===== config.mk =====
export PLATFORM = sky130hd
export DESIGN_NAME = count_monitor
export DESIGN_NICKNAME = d
export VERILOG_FILES = /design/src/rtl/count_monitor.sv
export SDC_FILE = /design/constraint.sdc
export NUM_CORES = 1
export LEC_CHECK = 0
export CAP_MARGIN = 10
export CORE_ASPECT_RATIO = 0.75
export CORE_MARGIN = 10
export CORE_UTILIZATION = 52
export CTS_CLUSTER_SIZE = 30
export DETAILED_ROUTE_END_ITERATION = 16
export PLACE_DENSITY = 0.79
export SKIP_CTS_REPAIR_TIMING = 1
export SYNTH_ARGS = -nofsm -noshare
export SYNTH_HDL_FRONTEND = slang
export SYNTH_SLANG_ARGS = --single-unit

===== constraint.sdc =====
create_clock -name clk -period 2.8 [get_ports clk]
set_clock_uncertainty 0.2 [all_clocks]
set_input_delay 0.56 -clock clk [delete_from_list [all_inputs] [get_ports clk]]
set_output_delay 0.56 -clock clk [all_outputs]
set_load 0.01 [all_outputs]

===== src/rtl/count_monitor.sv =====
// rtl/count_monitor.sv - legality monitor for a free-running CW-bit counter: wraps, stalls, skips, matches.
// Optional skip counter output enabled by defining COUNT_MONITOR_SKIP_COUNT_EN.
module count_monitor #(
    parameter int CW          = 4,
    parameter int WW          = 8,
    parameter int STALL_LIMIT = 4
) (
    input  logic          clk,
    input  logic          reset,
    input  logic [CW-1:0] count_in,
    input  logic          clear,
    input  logic [CW-1:0] match_value,
    output logic          wrap_pulse,
    output logic [WW-1:0] wrap_count,
    output logic          match_pulse,
    output logic          stalled,
    output logic          skip_err,
`ifdef COUNT_MONITOR_SKIP_COUNT_EN
    output logic [WW-1:0] skip_count,
`endif
    output logic [1:0]    mon_state
);

    typedef enum logic [1:0] {
        S_IDLE    = 2'd0,
        S_TRACK   = 2'd1,
        S_STALLED = 2'd2,
        S_ERROR   = 2'd3
    } state_t;

    localparam logic [CW-1:0] MAX   = {CW{1'b1}};
    localparam logic [3:0]    LIMIT = 4'(STALL_LIMIT);

    state_t        state_q, state_d;
    logic [CW-1:0] prev_q, prev_d;
    logic [3:0]    stall_q, stall_d;
    logic [WW-1:0] wrap_cnt_q, wrap_cnt_d;
    logic          wrap_pulse_q, wrap_pulse_d;
    logic          match_q, match_d;
    logic          stalled_q, stalled_d;
    logic          skip_err_q, skip_err_d;

    logic [CW-1:0] diff;
    logic [3:0]    stall_inc;
    logic          is_step, is_wrap, is_hold, is_restart, is_skip;

    assign diff       = count_in - prev_q;
    assign stall_inc  = stall_q + 4'd1;
    assign is_step    = (diff == CW'(1)) && (prev_q != MAX);
    assign is_wrap    = (prev_q == MAX) && (count_in == '0);
    assign is_hold    = (diff == '0);
    assign is_restart = (count_in == '0) && (prev_q != '0) && (prev_q != MAX);
    assign is_skip    = !(is_step || is_wrap || is_hold || is_restart);

    always_comb begin
        state_d      = state_q;
        prev_d       = count_in;
        stall_d      = stall_q;
        wrap_cnt_d   = wrap_cnt_q;
        wrap_pulse_d = 1'b0;
        match_d      = 1'b0;
        case (state_q)
            S_IDLE: begin
                state_d = S_TRACK;
                stall_d = '0;
            end
            S_TRACK, S_STALLED: begin
                match_d = (count_in == match_value) && !is_hold;
                if (is_hold) begin
                    // Counter saturates at LIMIT; only TRACK can reach it for the first time.
                    if (stall_q != LIMIT) stall_d = stall_inc;
                    if (stall_inc == LIMIT || state_q == S_STALLED) state_d = S_STALLED;
                end else if (is_skip) begin
                    state_d = S_ERROR;
                    stall_d = '0;
                end else begin
                    state_d = S_TRACK;
                    stall_d = '0;
                    if (is_wrap) begin
                        wrap_pulse_d = 1'b1;
                        if (!(&wrap_cnt_q)) wrap_cnt_d = wrap_cnt_q + WW'(1);
                    end
                end
            end
            default: ;
        endcase
        if (clear) begin
            state_d      = S_IDLE;
            stall_d      = '0;
            wrap_cnt_d   = '0;
            wrap_pulse_d = 1'b0;
            match_d      = 1'b0;
        end
        stalled_d  = (state_d == S_STALLED);
        skip_err_d = (state_d == S_ERROR);
    end

    always_ff @(posedge clk or negedge reset) begin
        if (!reset) begin
            state_q      <= S_IDLE;
            prev_q       <= '0;
            stall_q      <= '0;
            wrap_cnt_q   <= '0;
            wrap_pulse_q <= 1'b0;
            match_q      <= 1'b0;
            stalled_q    <= 1'b0;
            skip_err_q   <= 1'b0;
        end else begin
            state_q      <= state_d;
            prev_q       <= prev_d;
            stall_q      <= stall_d;
            wrap_cnt_q   <= wrap_cnt_d;
            wrap_pulse_q <= wrap_pulse_d;
            match_q      <= match_d;
            stalled_q    <= stalled_d;
            skip_err_q   <= skip_err_d;
        end
    end

`ifdef COUNT_MONITOR_SKIP_COUNT_EN
    logic [WW-1:0] skip_cnt_q, skip_cnt_d;

    always_comb begin
        skip_cnt_d = skip_cnt_q;
        if (clear)
            skip_cnt_d = '0;
        else if (is_skip && state_q != S_IDLE && !(&skip_cnt_q))
            skip_cnt_d = skip_cnt_q + WW'(1);
    end

    always_ff @(posedge clk or negedge reset) begin
        if (!reset) skip_cnt_q <= '0;
        else        skip_cnt_q <= skip_cnt_d;
    end

    assign skip_count = skip_cnt_q;
`endif

    assign wrap_pulse  = wrap_pulse_q;
    assign wrap_count  = wrap_cnt_q;
    assign match_pulse = match_q;
    assign stalled     = stalled_q;
    assign skip_err    = skip_err_q;
    assign mon_state   = state_q;

endmodule


Word-level counts from Yosys, hierarchy flattened
Cells that the tools add are included.
Word-level totals
  register bits after elaboration: 22
  bits in latches: 0
  memory bits (writable): 0
  bits in read-only memories: 0
  bits of input ports: 11
  output and inout bits: 14
  logic and storage cells: 68
  memories kept: 0
Operators by class
  $add $sub $neg: 3
  multiply operators: 0
  div/mod/pow operators: 0
  order comparisons: 0
  eq/ne operators: 13
  shift-type cells: 0
  mux-type cells: 22
  bitwise logic cells: 0
  reduce and logical (&&, ||, !) cells: 22
Operator list (number)
  2-to-1 mux 8 bit: 6
  2-to-1 mux 4 bit: 3
  adder 8 x 1 -> 8 bit (second input constant): 1
  logical NOT 4 bit: 2
  2-to-1 mux 2 bit: 4
  inequality test 4 bit (second input constant): 2
  one-hot mux 4 bit (2 select lines): 1
  AND reduction 8 bit: 1
  2-to-1 mux 1 bit: 7
  equality test 2 bit (second input constant): 3
  nonzero test 2 bit: 3
  logical AND 1 bit: 5
  AND reduction 5 bit: 1
  adder 4 x 1 -> 4 bit (second input constant): 1
  equality test 4 x 1 -> 1 bit (second input constant): 1
  equality test 4 x 3 -> 1 bit (second input constant): 1
  equality test 4 bit: 1
  equality test 4 bit (second input constant): 1
  logical OR 1 bit: 4
  inequality test 2 bit (second input constant): 2
  inequality test 4 x 3 -> 1 bit (second input constant): 1
  one-hot mux 2 bit (2 select lines): 1
  nonzero test 4 bit: 1
  subtractor 4 bit: 1
  other kinds (6): 6

Longest topological paths before layout
Gate-level depths: netlist of the first run.
  depth in word-level cells: 11
  gate-level depth with buffers: 10
  depth with buffers taken out: 9

Worst setup path before layout of the first run
No wires, ideal clock.
  path type: in2reg
  start point: input count_in[0]
  end point: register skip_err_q, in the netlist skip_err
  arrival time: 2.271 ns
  data required time: 2.459 ns
  setup slack: 0.188 ns
  cell stages on the path: 10
  buffers on the path: 1
  cell sequence: inv_1 -> ha_1 -> inv_1 -> fa_1 -> xnor2_1 -> and3b_1 -> o21a_1 -> clkbuf_1 -> a21oi_1 -> a21boi_0
RTL lines
  start: declaration: RTL line 10  | input logic [CW-1:0] count_in,
  subtractor 4 bit: RTL line 47  | assign diff = count_in - prev_q;
  logical NOT 4 bit: RTL line 51  | assign is_hold = (diff == '0);
  2-to-1 mux 2 bit: RTL line 69  | if (is_hold) begin
  one-hot mux 2 bit (2 select lines): RTL line 62  | case (state_q)
  2-to-1 mux 2 bit: RTL line 87  | if (clear) begin
  via state_d[0]: RTL line 34  | state_t state_q, state_d;
  equality test 2 bit: RTL line 95  | skip_err_d = (state_d == S_ERROR);
  via skip_err_d: RTL line 41  | logic skip_err_q, skip_err_d;
  end signal: assignment: RTL line 116  | skip_err_q <= skip_err_d;
  end: declaration: RTL line 41
The timed path passes the listed nets, and every way through them passes these cells.
A chain may end at the register's enable or synchronous reset.

Worst setup path after layout of the first run
  start point: input count_in[1]
  end point: register wrap_cnt_q[1], in the netlist wrap_count[1]
On the way
  cells in the longest elaborated chain, start to end: 8
Ends and longest elaborated chain
  subtractor 4 bit: RTL line 47
  equality test 4 x 1 -> 1 bit: RTL line 49  | assign is_step = (diff == CW'(1)) && (prev_q != MAX);
  logical AND 1 bit: RTL line 49
  logical OR 1 bit (3 in series): RTL line 53  | assign is_skip = !(is_step || is_wrap || is_hold || is_restart);
  nonzero test 2 bit (no line)
  AND reduction 5 bit (no line) *
  end signal: assignment: RTL line 112  | wrap_cnt_q <= wrap_cnt_d;
  end: declaration: RTL line 37  | logic [WW-1:0] wrap_cnt_q, wrap_cnt_d;
Mark *: on every way between the ends. The rest lies on a longest branch, timed or not.

==> results of run 1 <==
routing by layer:
layer  global-route usage (%)  vias up  share of wire [%]
li1                         -      590                  -
met1                     15.8      575                 45
met2                     21.0       31                 48
met3                     4.82        2                6.5
met4                     2.46        0               0.57
met5                        0        -                  0
logic make-up after synthesis:
| group | share of synthesized area (%) |
|---|---|
| buf+inv | 4.36 |
| mux | 0.817 |
| flops | 40.0 |
| compound gates | 19.8 |
| simple gates | 20.7 |
| fa+ha+maj | 10.5 |
| xor+xnor | 3.81 |
metrics by stage:
step                util (%)  TNS [ps]
finish                  70.5         0
global route            70.5         0
CTS                     68.0     -1410
detailed placement      67.1     -6470
global placement        67.1     -4320
floorplan                  -         0
power by group:
group	internal, µW	leakage, µW	total (µW)	switching (µW)
combinational	160	0.000442	332	172
sequential	345	0.000295	372	27.4
clock	50.0	0.0000138	136	86.2
worst max-delay path, delay by kind of cell:
kind | cells | cell delay, ps
AOI/OAI and AO/OA | 2 | 300
buffers and inverters | 3 | 860
and+or+nand+nor | 3 | 1020
final cells by class:
| type | count | area [µm²] | area share (%) |
|---|---|---|---|
| clock buffer | 3 | 22.5 | 1.25 |
| inverter | 11 | 41.3 | 2.29 |
| multi-input combinational | 104 | 818 | 45.3 |
| sequential | 22 | 551 | 30.5 |
| tap | 36 | 45.0 | 2.49 |
| timing repair buffer | 35 | 329 | 18.2 |
state kept, by name (all words and copies together) (netlist names):
name / count
stalled: 1
wrap_pulse: 1
stall_q: 4
wrap_count: 8
match_pulse: 1
skip_err: 1
prev_q: 4
mon_state: 2
worst paths after layout:
check | startpoint | to | slack (ps) | depth (start not counted)
worst max-delay path | count_in[1] | wrap_count[1]$_DFFE_PN0P_ | 90 | 8
worst min-delay path | count_in[0] | prev_q[0]$_DFF_PN0_ | 340 | 2
worst max register to register | prev_q[0]$_DFF_PN0_ | wrap_count[4]$_DFFE_PN0P_ | 300 | 7
worst min register to register | wrap_count[7]$_DFFE_PN0P_ | wrap_count[7]$_DFFE_PN0P_ | 380 | 2
max in group asynchronous | reset | prev_q[1]$_DFF_PN0_ | 1780 | 2
min in group asynchronous | reset | prev_q[2]$_DFF_PN0_ | 390 | 2
cell usage in the layout (no fill, tap or decap), drive strengths merged, types with 2 or more instances in the layout:
master	Yosys	routed
nand4	2	2
ha	10	10
nand2	8	8
a21oi	16	16
o21a	1	2
or3	2	2
nand3	6	6
inv	11	11
nor4	2	2
nor2b	4	4
o31ai	4	4
o211ai	2	2
buf	1	11
and3	3	3
or4	6	6
o2bb2ai	2	2
xnor2	5	5
o21ai	7	7
and3b	2	2
nor2	4	4
clkdlybuf4s50	0	23
clkbuf	2	3
dfrtp	22	22
==> qor.yml, run 1 <==
n_fill_cell: 204
synth_area_um2: 1380
irDropWorstVdd_v: 0.000243
drive_gt1_share_pct: 18.3
finalCriticalPeriod_ps: 2710
syn_to_final_growth_pct: 31.2
stdcell_count: 211
placed_area_um2: 1720
nets: 199
hold_viol: 0
clockBufferDepth: 2
synthesis.nets: 161
whs_ps: 342
synth_common_cells: "dfrtp_1, a21oi_1, inv_1, ha_1, nand2_1"
gp_congestion: 0.792
cap_violations: 0
grt_pass1_vias: 1233
dieHeight_um: 64.6
wirelength_um: 3340
required_ps: 2830
yosysWarnings: 0
cts_max_level: 1
groute.usage.overall_pct: 12.8
antenna_found_initial: 0
powerDensity_nw_per_um2: 465
grt_pass1_wl_um: 5500
ios: 25
wl_per_cell_um: 15.8
die_area_um2: 5130
rsz0062_at_grt: "no"
dr.pass1.iters: 4
rows: 16
period_share_pct: 96.9
grt_start_max_net_pins: 23
ys_types: 44
yosys-top-cells-area: "dfrtp_1, ha_1, a21oi_1"
end_kind: "flip-flop"
drt-initial-drc-count: 132
p_leak_uw: 0.000751
synth-edff-count: 0
yosysSeqAreaShare_pct: 40.0
core-area_um2: 2560
crit_chain: "clkdlybuf4s50_1, buf_4, or4_4, nor2_4, o211ai_4, buf_4, or3b_4, a21oi_2"
crit_slowest_cell: "or4_4"
n_antenna_cell: 0
timing.critical_path.mode_cell: "buf_4"
dp_hpwl_um: 2490
cts_tree: "built"
avgSynthCellArea_um2: 9.91
dr_total_vias: 1198
route.detailed.drc: 0
setup_ws_ps: 87.9
start_kind: "input port"
start_util_pct: 53.8
clkTransAtPathRegs_ps: 100
clock_sinks: 22
overflow: 0
outcome: "finished, final reports clean"
synth_most_common_cell: "dfrtp_1"
cts_buffers: 3
yosysTopAreaCell: "dfrtp_1"
max_freq_mhz: 369
fin_area_um2: 1810
post-place-ws_ps: -523
path_max_fanout: 11
synth_seq_cells: 22
synth_top_area_share_pct: 40.0
maxSlewHeadroom_pct: 71.5
placed_cells: 206
fin_total_pwr_uw: 840
die_x_um: 79.4
cts_root_buf: "clkbuf_4"
ant_nets: 0
drt-vias-per-instance: 5.68
synth_ff_type: "dfrtp_1"
synth_cells: 139
crit_path_max_incr_delay_ps: 500
setup_viol: 0
crit_type: "input port to flip-flop"
clk_latency_ps: 300
async_flop_share_pct: 100
worstHoldPathType: "input port to flip-flop"
slew_viol_final: 0
io_buffer_count: 24
critPathArrivalTime_ps: 2740
tightest_slew_ps: 428
No activity file was read; power rests on OpenSTA's default activity.
==> run 2: changes to the inputs <==
Settings changed: CORE_ASPECT_RATIO 0.75 to 1.75.
==> run 2 against run 1 <==
Net effect: clock power increased by 47%; sequential cell count did not move; sequential power about the same; global-route usage grew 0.90 points; combinational power grew 2%; via count rose by 2.3%.
==> qor.yml, run 2 (synthesis results as in run 1) <==
clock_sinks: 22
maxSlewHeadroom_pct: 72.7
critPathArrivalTime_ps: 2740
max_freq_mhz: 364
route.detailed.drc: 0
nets: 199
cts_max_level: 1
crit_chain: "clkdlybuf4s50_1, fa_2, and3b_2, o21a_4, buf_4, or3b_1, a21oi_1"
path_max_fanout: 7
tightest_slew_ps: 407
layout_common_cells: "clkdlybuf4s50_1, dfrtp_1, a21oi_1, inv_1, buf_4"
groute.usage.overall_pct: 13.7
dr_total_vias: 1226
grt_start_max_net_pins: 23
ant_nets: 0
irDropWorstVdd_v: 0.000307
end_kind: "flip-flop"
overflow: 0
crit_slowest_cell: "fa_2"
largest_register_ffs: 8
clockBufferDepth: 2
worstHoldPathType: "input port to flip-flop"
p_switching_uw: 302
rows: 24
ios: 25
io_buffer_count: 24
crit_path_max_incr_delay_ps: 610
outcome: "finished, final reports clean"
clkTransAtPathRegs_ps: 80
dr.pass1.iters: 4
required_ps: 2800
drt-vias-per-instance: 6.10
wirelength_um: 3520
combPwrFrac_pct: 37.2
core-area_um2: 2520
hold_viol: 0
dieHeight_um: 88.1
syn_to_final_growth_pct: 32.0
drt-initial-drc-count: 40
n_fill_cell: 195
cts_root_buf: "clkbuf_8"
cts_buffers: 3
utilization_pct: 72.1
dr_wl_met2_um: 2060
critPathTopFamily: "buffers and inverters"
crit_buf_inv: 2
grt_pass1_wl_um: 5710
die_x_um: 58.9
gp_congestion: 0.782
cap_violations: 0
wl_per_cell_um: 17.5
period_share_pct: 98.0
drive_gt1_share_pct: 19.4
die_area_um2: 5190
layout_commonest_cell: "clkdlybuf4s50_1"
tns_ps: 0
cts_tree: "built"
n_antenna_cell: 0
p_clk_share_pct: 22.0
internal_power_uw: 607
crit_type: "input port to flip-flop"
rsz0062_at_grt: "no"
wl_met1_um: 1270
start_kind: "input port"
p_seq_share_pct: 40.9
dp_hpwl_um: 2650
placed_cells: 197
start_util_pct: 54.6
clk_latency_ps: 270
antenna_found_initial: 0
slew_viol_final: 0
finalCriticalPeriod_ps: 2740
top_layer_used: "met4"
swShare_pct: 33.2
setup_viol: 0
powerDensity_nw_per_um2: 500
grt_pass1_vias: 1261
p_leak_uw: 0.000758
stdcell_count: 201
wl_met3_um: 145
-- run 2: cell counts in the layout (fill, tap and decap cells not counted) --
No cell type changed its count.
-- run 2: worst reg2reg max path: stages (launching register included) --
cell and delay, ps:
dfrtp_1 390, ha_2 190, inv_1 50, fa_2 540, and3b_2 240, o21a_4 160
buf_4 160, or3b_1 370, a21oi_1 140
-- run 2: final timing paths --
check / from / end / slack (ps) / cells past startpoint
worst max-delay path: count_in[1] / wrap_count[1]$_DFFE_PN0P_ / 60 / 7
worst min-delay path: count_in[0] / prev_q[0]$_DFF_PN0_ / 360 / 2
worst max register to register: prev_q[0]$_DFF_PN0_ / wrap_count[1]$_DFFE_PN0P_ / 290 / 8
worst min register to register: wrap_count[7]$_DFFE_PN0P_ / wrap_count[7]$_DFFE_PN0P_ / 380 / 2
max in group asynchronous: reset / mon_state[0]$_DFF_PN0_ / 1730 / 2
min in group asynchronous: reset / prev_q[2]$_DFF_PN0_ / 440 / 2
-- run 2: area by class of cell --
cell class | count | area [µm²] | area share (%)
repair buffers | 35 | 325 | 17.9
inverters | 11 | 41.3 | 2.27
multi-input cells | 104 | 827 | 45.5
well taps | 26 | 32.5 | 1.79
clock buffers | 3 | 41.3 | 2.27
flip-flops and latches | 22 | 551 | 30.3
-- run 2: power by group through the flow --
stage	logic [µW]	registers, µW	clock network (µW)
final	338	371	200
after global routing	375	377	210
after CTS	329	372	200
after detailed placement	327	378	0
after global placement	316	375	0
after floorplan	179	385	0
-- run 2: routing by layer --
| layer | global-route usage, % | vias up |
|---|---|---|
| li1 | - | 585 |
| met1 | 13.7 | 615 |
| met2 | 26.3 | 21 |
| met3 | 3.19 | 5 |
| met4 | 4.40 | 0 |
| met5 | 0 | - |
-- run 2: through the flow --
step	hold slack [ps]	setup slack, ps	total power [µW]	instance area, µm²
after floorplan	64.4	188	564	1380
after global placement	348	-381	691	1710
after detailed placement	364	-461	705	1710
after CTS	375	-191	901	1760
after global routing	371	4.47	961	1820
final	361	55.7	909	1820
==> run 3: changes to the inputs <==
Settings changed: CTS_CLUSTER_SIZE 30 to 14, PLACE_DENSITY 0.79 to default, PLACE_DENSITY_LB_ADDON from default to 0.3.
==> run 3 against run 2 <==
Net effect: clock power is 12% higher; sequential share of layout area down 1.2 points; sequential power hardly changed; fmax rose by 0.45%; sequential cell count is the same; first-iteration DRC count up 10%; critical path type unchanged; critical endpoint is now wrap_count[4]$_DFFE_PN0P_; largest power group unchanged.
==> qor.yml, run 3 (synthesis results as in run 1) <==
maxSlewHeadroom_pct: 71.3
largest_register_ffs: 8
fin_total_pwr_uw: 952
cts_buffers: 3
cts_max_level: 1
rrSetupSlack_ps: 180
cts_root_buf: "clkbuf_8"
syn_to_final_growth_pct: 37.5
crit_path_max_incr_delay_ps: 490
crit_type: "input port to flip-flop"
use_met1_pct: 13.7
p_clk_share_pct: 23.5
end_kind: "flip-flop"
drt-vias-per-instance: 6.12
placed_area_um2: 1740
required_ps: 2780
clockBufferDepth: 2
swShare_pct: 32.4
placed_cells: 200
n_antenna_cell: 0
rsz0062_at_grt: "no"
cts_tree: "built"
dp_hpwl_um: 2820
slew_viol_final: 0
stdcell_count: 206
dr.pass1.iters: 4
ant_nets: 0
route.detailed.drc: 0
critPathArrivalTime_ps: 2710
clk_latency_ps: 260
fin_area_um2: 1890
path_max_fanout: 6
met2_usage_pct: 27.4
p_leak_uw: 0.000802
clkTransAtPathRegs_ps: 80
combPwrFrac_pct: 37.2
grt_start_max_net_pins: 23
tightest_slew_ps: 428
p_switching_uw: 309
worstHoldPathType: "input port to flip-flop"
dieHeight_um: 88.1
finalCriticalPeriod_ps: 2730
grt_pass1_wl_um: 6030
outcome: "finished, final reports clean"
internal_power_uw: 643
use_met3_pct: 3.33
layout_common_cells: "clkdlybuf4s50_1, dfrtp_1, buf_4, a21oi_1, inv_1"
top_usage_layer: "met2"
grt_pass1_vias: 1350
crit_chain: "clkdlybuf4s50_1, ha_4, nand3b_1, and3_1, o21a_4, buf_4, or4_1, a21oi_1"
die_x_um: 58.9
wl_per_cell_um: 18.5
clock_sinks: 22
groute.usage.overall_pct: 14.1
start_kind: "input port"
overflow: 0
p_seq_share_pct: 39.3
gp_congestion: 0.766
irDropWorstVdd_v: 0.000364
io_buffer_count: 24
period_share_pct: 97.6
dr_total_vias: 1260
ios: 25
hold_viol: 0
drive_gt1_share_pct: 22.2
cap_violations: 0
core-area_um2: 2520
start_util_pct: 54.6
crit_slowest_cell: "or4_1"
setup_viol: 0
die_area_um2: 5190
nets: 203
drt-initial-drc-count: 44
powerDensity_nw_per_um2: 503
rows: 24
antenna_found_initial: 0
n_fill_cell: 184
wirelength_um: 3810
max_freq_mhz: 366
==> run 3: changes by cell type in the layout (fill, tap and decap cells not counted), sizes merged <==
cell,previous run,this run
buf,11,16
clkbuf,3,4
dlymetal6s2s,1,2
o21a,2,1
clkdlybuf4s50,23,22
==> run 3: stage by stage <==
step / setup TNS [ps] / utilization, % / setup WS [ps] / hold slack [ps]
floorplan: 0 / - / 188 / 64.4
detailed placement: -5250 / 68.8 / -391 / 360
global route: 0 / 75.1 / 17.3 / 399
CTS: -1120 / 71.0 / -144 / 376
global placement: -3820 / 68.8 / -330 / 349
finish: 0 / 75.1 / 68.0 / 379
==> run 3: worst paths after layout <==
kind	depth (start not counted)	startpoint	endpoint
max	8	count_in[2]	wrap_count[4]$_DFFE_PN0P_
min	2	count_in[0]	prev_q[0]$_DFF_PN0_
max reg2reg	8	prev_q[0]$_DFF_PN0_	wrap_count[4]$_DFFE_PN0P_
min reg2reg	2	wrap_count[6]$_DFFE_PN0P_	wrap_count[6]$_DFFE_PN0P_
max in group asynchronous	2	reset	wrap_count[7]$_DFFE_PN0P_
min in group asynchronous	2	reset	prev_q[3]$_DFF_PN0_
==> run 3: per-layer routing <==
metal / up-vias / share of wire (%)
met4: 0 / 2.0
met5: - / 0
li1: 594 / -
met1: 624 / 35
met2: 32 / 59
met3: 10 / 4.4
==> run 3: layout make-up <==
cell class              count  area, µm²  area share [%]
inverters                  11       41.3            2.18
flip-flops and latches     22        551            29.1
multi-input cells         103        846            44.6
well taps                  26       32.5            1.72
clock buffers               4       55.1            2.91
repair buffers             40        369            19.5
==> run 3: power by group through the flow <==
| stage | combinational [µW] | clock, µW | sequential, µW |
|---|---|---|---|
| 2_1_floorplan | 179 | 0 | 385 |
| 3_3_place_gp | 320 | 0 | 376 |
| 3_5_place_dp | 335 | 0 | 380 |
| 4_1_cts | 336 | 228 | 373 |
| 5_1_grt | 389 | 236 | 379 |
| 6_report | 354 | 224 | 374 |
==> run 3: critical path: cells and delay by family <==
kind | cells | cell delay [ps]
buffers and inverters | 2 | 630
AOI/OAI and AO/OA | 2 | 400
and+or+nand+nor | 3 | 790
adders and majority gates | 1 | 330
==> edit 1 (settings of run 1) <==
Add a define of `COUNT_MONITOR_SKIP_COUNT_EN`.
--- a/src/rtl/count_monitor.sv
+++ b/src/rtl/count_monitor.sv
@@ -1,5 +1,7 @@
 // rtl/count_monitor.sv - legality monitor for a free-running CW-bit counter: wraps, stalls, skips, matches.
 // Optional skip counter output enabled by defining COUNT_MONITOR_SKIP_COUNT_EN.
+`define COUNT_MONITOR_SKIP_COUNT_EN
+
 module count_monitor #(
     parameter int CW          = 4,
     parameter int WW          = 8,
Check against the original RTL (old outputs only; new: skip_count): equivalent (equiv_simple and equiv_induct, registers matched by name and starting in step).
==> edit 1 against run 1 <==
Sequential cell count increased by 8. Final cell count increased by 32%. First-iteration DRC count decreased by 11%. Fmax decreased by 1.7%. Non-clock buffer count increased by 18. Design area increased by 40%. Count of clock-buffer cells in the layout increased by 3. Area after synthesis increased by 34%. Utilization increased by 5.1 points. Power increased by 74%. Synthesized cell count increased by 33%. Worst setup slack got worse by 46 ps. Wire length increased by 51%.
==> edit 1: results (changes against run 1) <==
grt_pass1_vias: 1713  # +39%
synth-xor-area-share: 0.0332  # -0.00497
synthMuxAreaShare: 0.0237  # +0.0155
wl_per_cell_um: 18.1  # +14%
seq_area_frac_synth: 0.406  # +0.00659
vias_per_cell: 6.12  # +7.8%
status: "completed"
grt_max_degree: 31  # +35%
hold_class: "flip-flop to flip-flop"
worstReg2RegStart: "prev_q[3]"
max_stage_delay_ps: 510
dr.first_iter.drc_count: 118  # -11%
nNetsFinal: 262  # +32%
clkTransAtPathRegs_ps: 60  # -40 ps
clock_path_buffers: 2  # unchanged
htreeDepth: 2  # +1
ir_drop_uv: 480  # +98%
startpoint: "count_in[2]"
crit_family: "simple AND/OR/NAND/NOR gates"
synth_area_leaders: "dfrtp_1, ha_1, a21oi_1, or4_1, o31ai_1"
cts_buffers: 5  # +2
crit_arrival_ps: 2770  # +30 ps
clk_latency_ps: 280  # -20 ps
dp_cells: 271  # +32%
instances_no_fill: 279  # +32%
synth_fp_nets: 208  # +29%
synthTopCellsByCount: "dfrtp_1, a21oi_1, ha_1, inv_1, or4_1"
crit_slowest_cell: "or4_1"
n_antenna_cell: 0  # unchanged
synthAdderAreaFrac: 0.0853  # -0.0201
cap_violations: 0  # unchanged
yosys_warnings: 0  # unchanged
dr.pass1.iters: 4  # unchanged
avgSynthCellArea_um2: 9.99  # +0.79%
p_leak_nw: 1.09  # +44%
synthDistinctLibCells: 43  # -2.3%
dpl.hpwl_um: 3560  # +43%
final_layout_size_suffix_gt1_frac: 0.230  # +0.0473
root_buffer: "clkbuf_8"
grtUsageTotal: 0.159  # +0.0303
grt_first_pass_wirelength_um: 8060  # +47%
synth_compound_area_frac: 0.185  # -0.0132
worst_pin_slew_ps: 400  # -28.0 ps
min_from: "stall_q[2]"
path_max_fanout: 7  # -4
gp_congestion: 0.880  # +11%
numPortBuffers: 32  # +33%
[edit 1: cell count changes in the layout (fill, tap and decap cells not counted), moves of 3 or more]
cell	delta
a211oi_1	+3
o31ai_1	+4
nor3_1	+3
a21oi_1	-3
buf_4	+10
or4_4	+3
a21oi_2	+3
clkdlybuf4s50_1	+8
nand2b_1	+5
clkbuf_4	-3
dfrtp_1	+8
clkbuf_8	+6
[edit 1: worst paths after layout]
path / endpoint / slack [ps] / depth (start not counted)
hold / removal: stall_q[2] / 350 / 1
max in group asynchronous: stall_q[3] / 1650 / 2
setup reg to reg: skip_count[7] / 300 / 5
hold reg to reg: stall_q[2] / 350 / 1
setup / recovery: wrap_count[4] / 40 / 8
min in group asynchronous: skip_count[3] / 460 / 2
[edit 1: cell type report]
class / instances / area [µm²]
fill: 216 / 820
tap: 40 / 50.0
clock inverter: 1 / 30.0
inverter: 11 / 41.3
sequential: 30 / 751
clock buffer: 6 / 82.6
multi-input combinational: 138 / 1100
timing repair buffer: 53 / 484
[edit 1: logic make-up (layout without fill, tap and decap cells)]
kind of cell,count (synthesis),in the layout
and+or+nand+nor,66,66
AOI/OAI and AO/OA,49,49
DFF,30,30
buffers and inverters,17,71
adders and majority gates,12,12
xor gates and xnor gates,7,7
muxes,4,4
[edit 1: routing by layer]
metal  global-route usage  vias up  part of all wire
met5                    0        -                 0
met3               0.0678       11             0.083
met4               0.0572        0             0.015
met2                0.238       67              0.47
met1                0.197      833              0.43
li1                     -      797                 -
[edit 1: stage by stage]
stage	setup slack, ps	area, µm²	hold slack (ps)	util
floorplan	58.0	1850	64.4	-
global placement	-404	2350	326	0.699
detailed placement	-475	2350	332	0.699
CTS	-194	2460	347	0.733
global route	-19.9	2540	367	0.756
finish	41.9	2540	350	0.756
[edit 1: report_power, final]
part	leakage (nW)	switching, W	total, W	internal (W)
clock network	0.0573	0.000165	0.000449	0.000284
registers	0.406	0.0000472	0.000520	0.000473
logic	0.622	0.000258	0.000495	0.000237
total	1.09	0.000470	0.00146	0.000994
==> edit 2 (config.mk and constraints of run 1) <==
Made on the original files. The output `stalled` loses its register stage (`stalled_q` becomes a continuous assignment).
--- a/src/rtl/count_monitor.sv
+++ b/src/rtl/count_monitor.sv
@@ -103,7 +103,6 @@
             wrap_cnt_q   <= '0;
             wrap_pulse_q <= 1'b0;
             match_q      <= 1'b0;
-            stalled_q    <= 1'b0;
             skip_err_q   <= 1'b0;
         end else begin
             state_q      <= state_d;
@@ -112,10 +111,11 @@
             wrap_cnt_q   <= wrap_cnt_d;
             wrap_pulse_q <= wrap_pulse_d;
             match_q      <= match_d;
-            stalled_q    <= stalled_d;
             skip_err_q   <= skip_err_d;
         end
     end
+
+    assign stalled_q = stalled_d;
 
 `ifdef COUNT_MONITOR_SKIP_COUNT_EN
     logic [WW-1:0] skip_cnt_q, skip_cnt_d;
Behaviour: not the same (Yosys sat finds a counterexample within 10 cycles, from zero or initial values and one cycle with reset low).
==> edit 2 against run 1 <==
Via count rose by 11%. The run now ends with setup timing left. Sequential cell count fell by 1. Worst setup slack got worse by 340 ps. Area after synthesis is 1.8% lower. Wire length increased by 13%. Power up 13%. Design area rose by 8.2%. Final cell count is 7.6% higher.
==> edit 2: results (changes against run 1) <==
final_layout_size_suffix_gt1_frac: 0.316  # +0.133
crit_arrival_ps: 2290  # -450 ps
dpl.hpwl_um: 2840  # +14%
route.met2.wl_um: 1810  # +13%
switchingPower_w: 0.000332  # +16%
grt_max_degree: 22  # -4.3%
syn_inst: 138  # -0.72%
violations: "setup timing"
nFillCells: 149  # -27%
instances_no_fill: 227  # +7.6%
path_max_fanout: 4  # -7
status: "finished, violations left"
worst_slack_ps: -250  # -338 ps
synth_area_leaders: "dfrtp_1, ha_1, a21oi_1, xnor2_1, inv_1"
min_from: "count_in[1]"
wl_met3_um: 216  # -0.46%
clk_latency_ps: 320  # +20 ps
holdWs_ps: 262  # -80.0 ps
finalWirelength_um: 3780  # +13%
grt_util_met1: 0.190  # +0.0322
clkTransAtPathRegs_ps: 130  # +30 ps
crit_family: "buffers and inverters"
hold_end: "prev_q[1]"
p_leak_nw: 0.832  # +11%
dr.first_iter.drc_count: 112  # -15%
startpoint: "count_in[3]"
wl_met1_um: 1700  # +13%
power.total_w: 0.000949  # +13%
r2r_setup_slack_ps: 60  # -240 ps
dp_slack_ps: -962  # -439 ps
fin_setup_tns_ps: -250  # -250 ps
grtUsageMet2: 0.251  # +0.0413
grtUsageTotal: 0.150  # +0.0223
dp_cells: 222  # +7.8%
antenna_found_initial: 0  # unchanged
seq_area_frac_synth: 0.389  # -0.0111
dpl_cell_area_um2: 1880  # +9.1%
setup_viol: 1  # +1
synth_fp_nets: 160  # -0.62%
use_met3: 0.0433  # -0.00491
seqCellArea_um2: 526  # -4.5%
slew-limit-headroom: 0.755  # +0.0397
whs_path_depth: 1  # -1
vias: 1327  # +11%
synthTopCellsByCount: "dfrtp_1, a21oi_1, inv_1"
ir_drop_uv: 476  # +96%
## edit 2: cell types whose count changed after synthesis, sizes merged
cell	change
dfrtp	-1
## edit 2: logic make-up after synthesis
family / Yosys count / share of synthesized area
XOR/XNOR: 6 / 0.0389
AND/OR/NAND/NOR: 44 / 0.211
adder cells (fa/ha/maj): 11 / 0.107
flip-flops: 21 / 0.389
buffers and inverters: 14 / 0.0444
multiplexers: 1 / 0.00833
AO/OA/AOI/OAI: 41 / 0.202
## edit 2: layout make-up
type | instances | share of cell area
tap | 34 | 0.0218
clock buffer | 3 | 0.0115
multi-input combinational | 103 | 0.439
timing repair buffer | 54 | 0.236
clock inverter | 1 | 0.00256
sequential | 21 | 0.269
inverter | 11 | 0.0211
## edit 2: worst max path at each step
| stage | slack [ps] | to | cells past startpoint |
|---|---|---|---|
| floorplan | 6 | stalled | 9 |
| global placement | -920 | stalled | 10 |
| detailed placement | -960 | stalled | 11 |
| CTS | -990 | stalled | 10 |
| global route | -360 | stalled | 8 |
| finish | -250 | stalled | 8 |
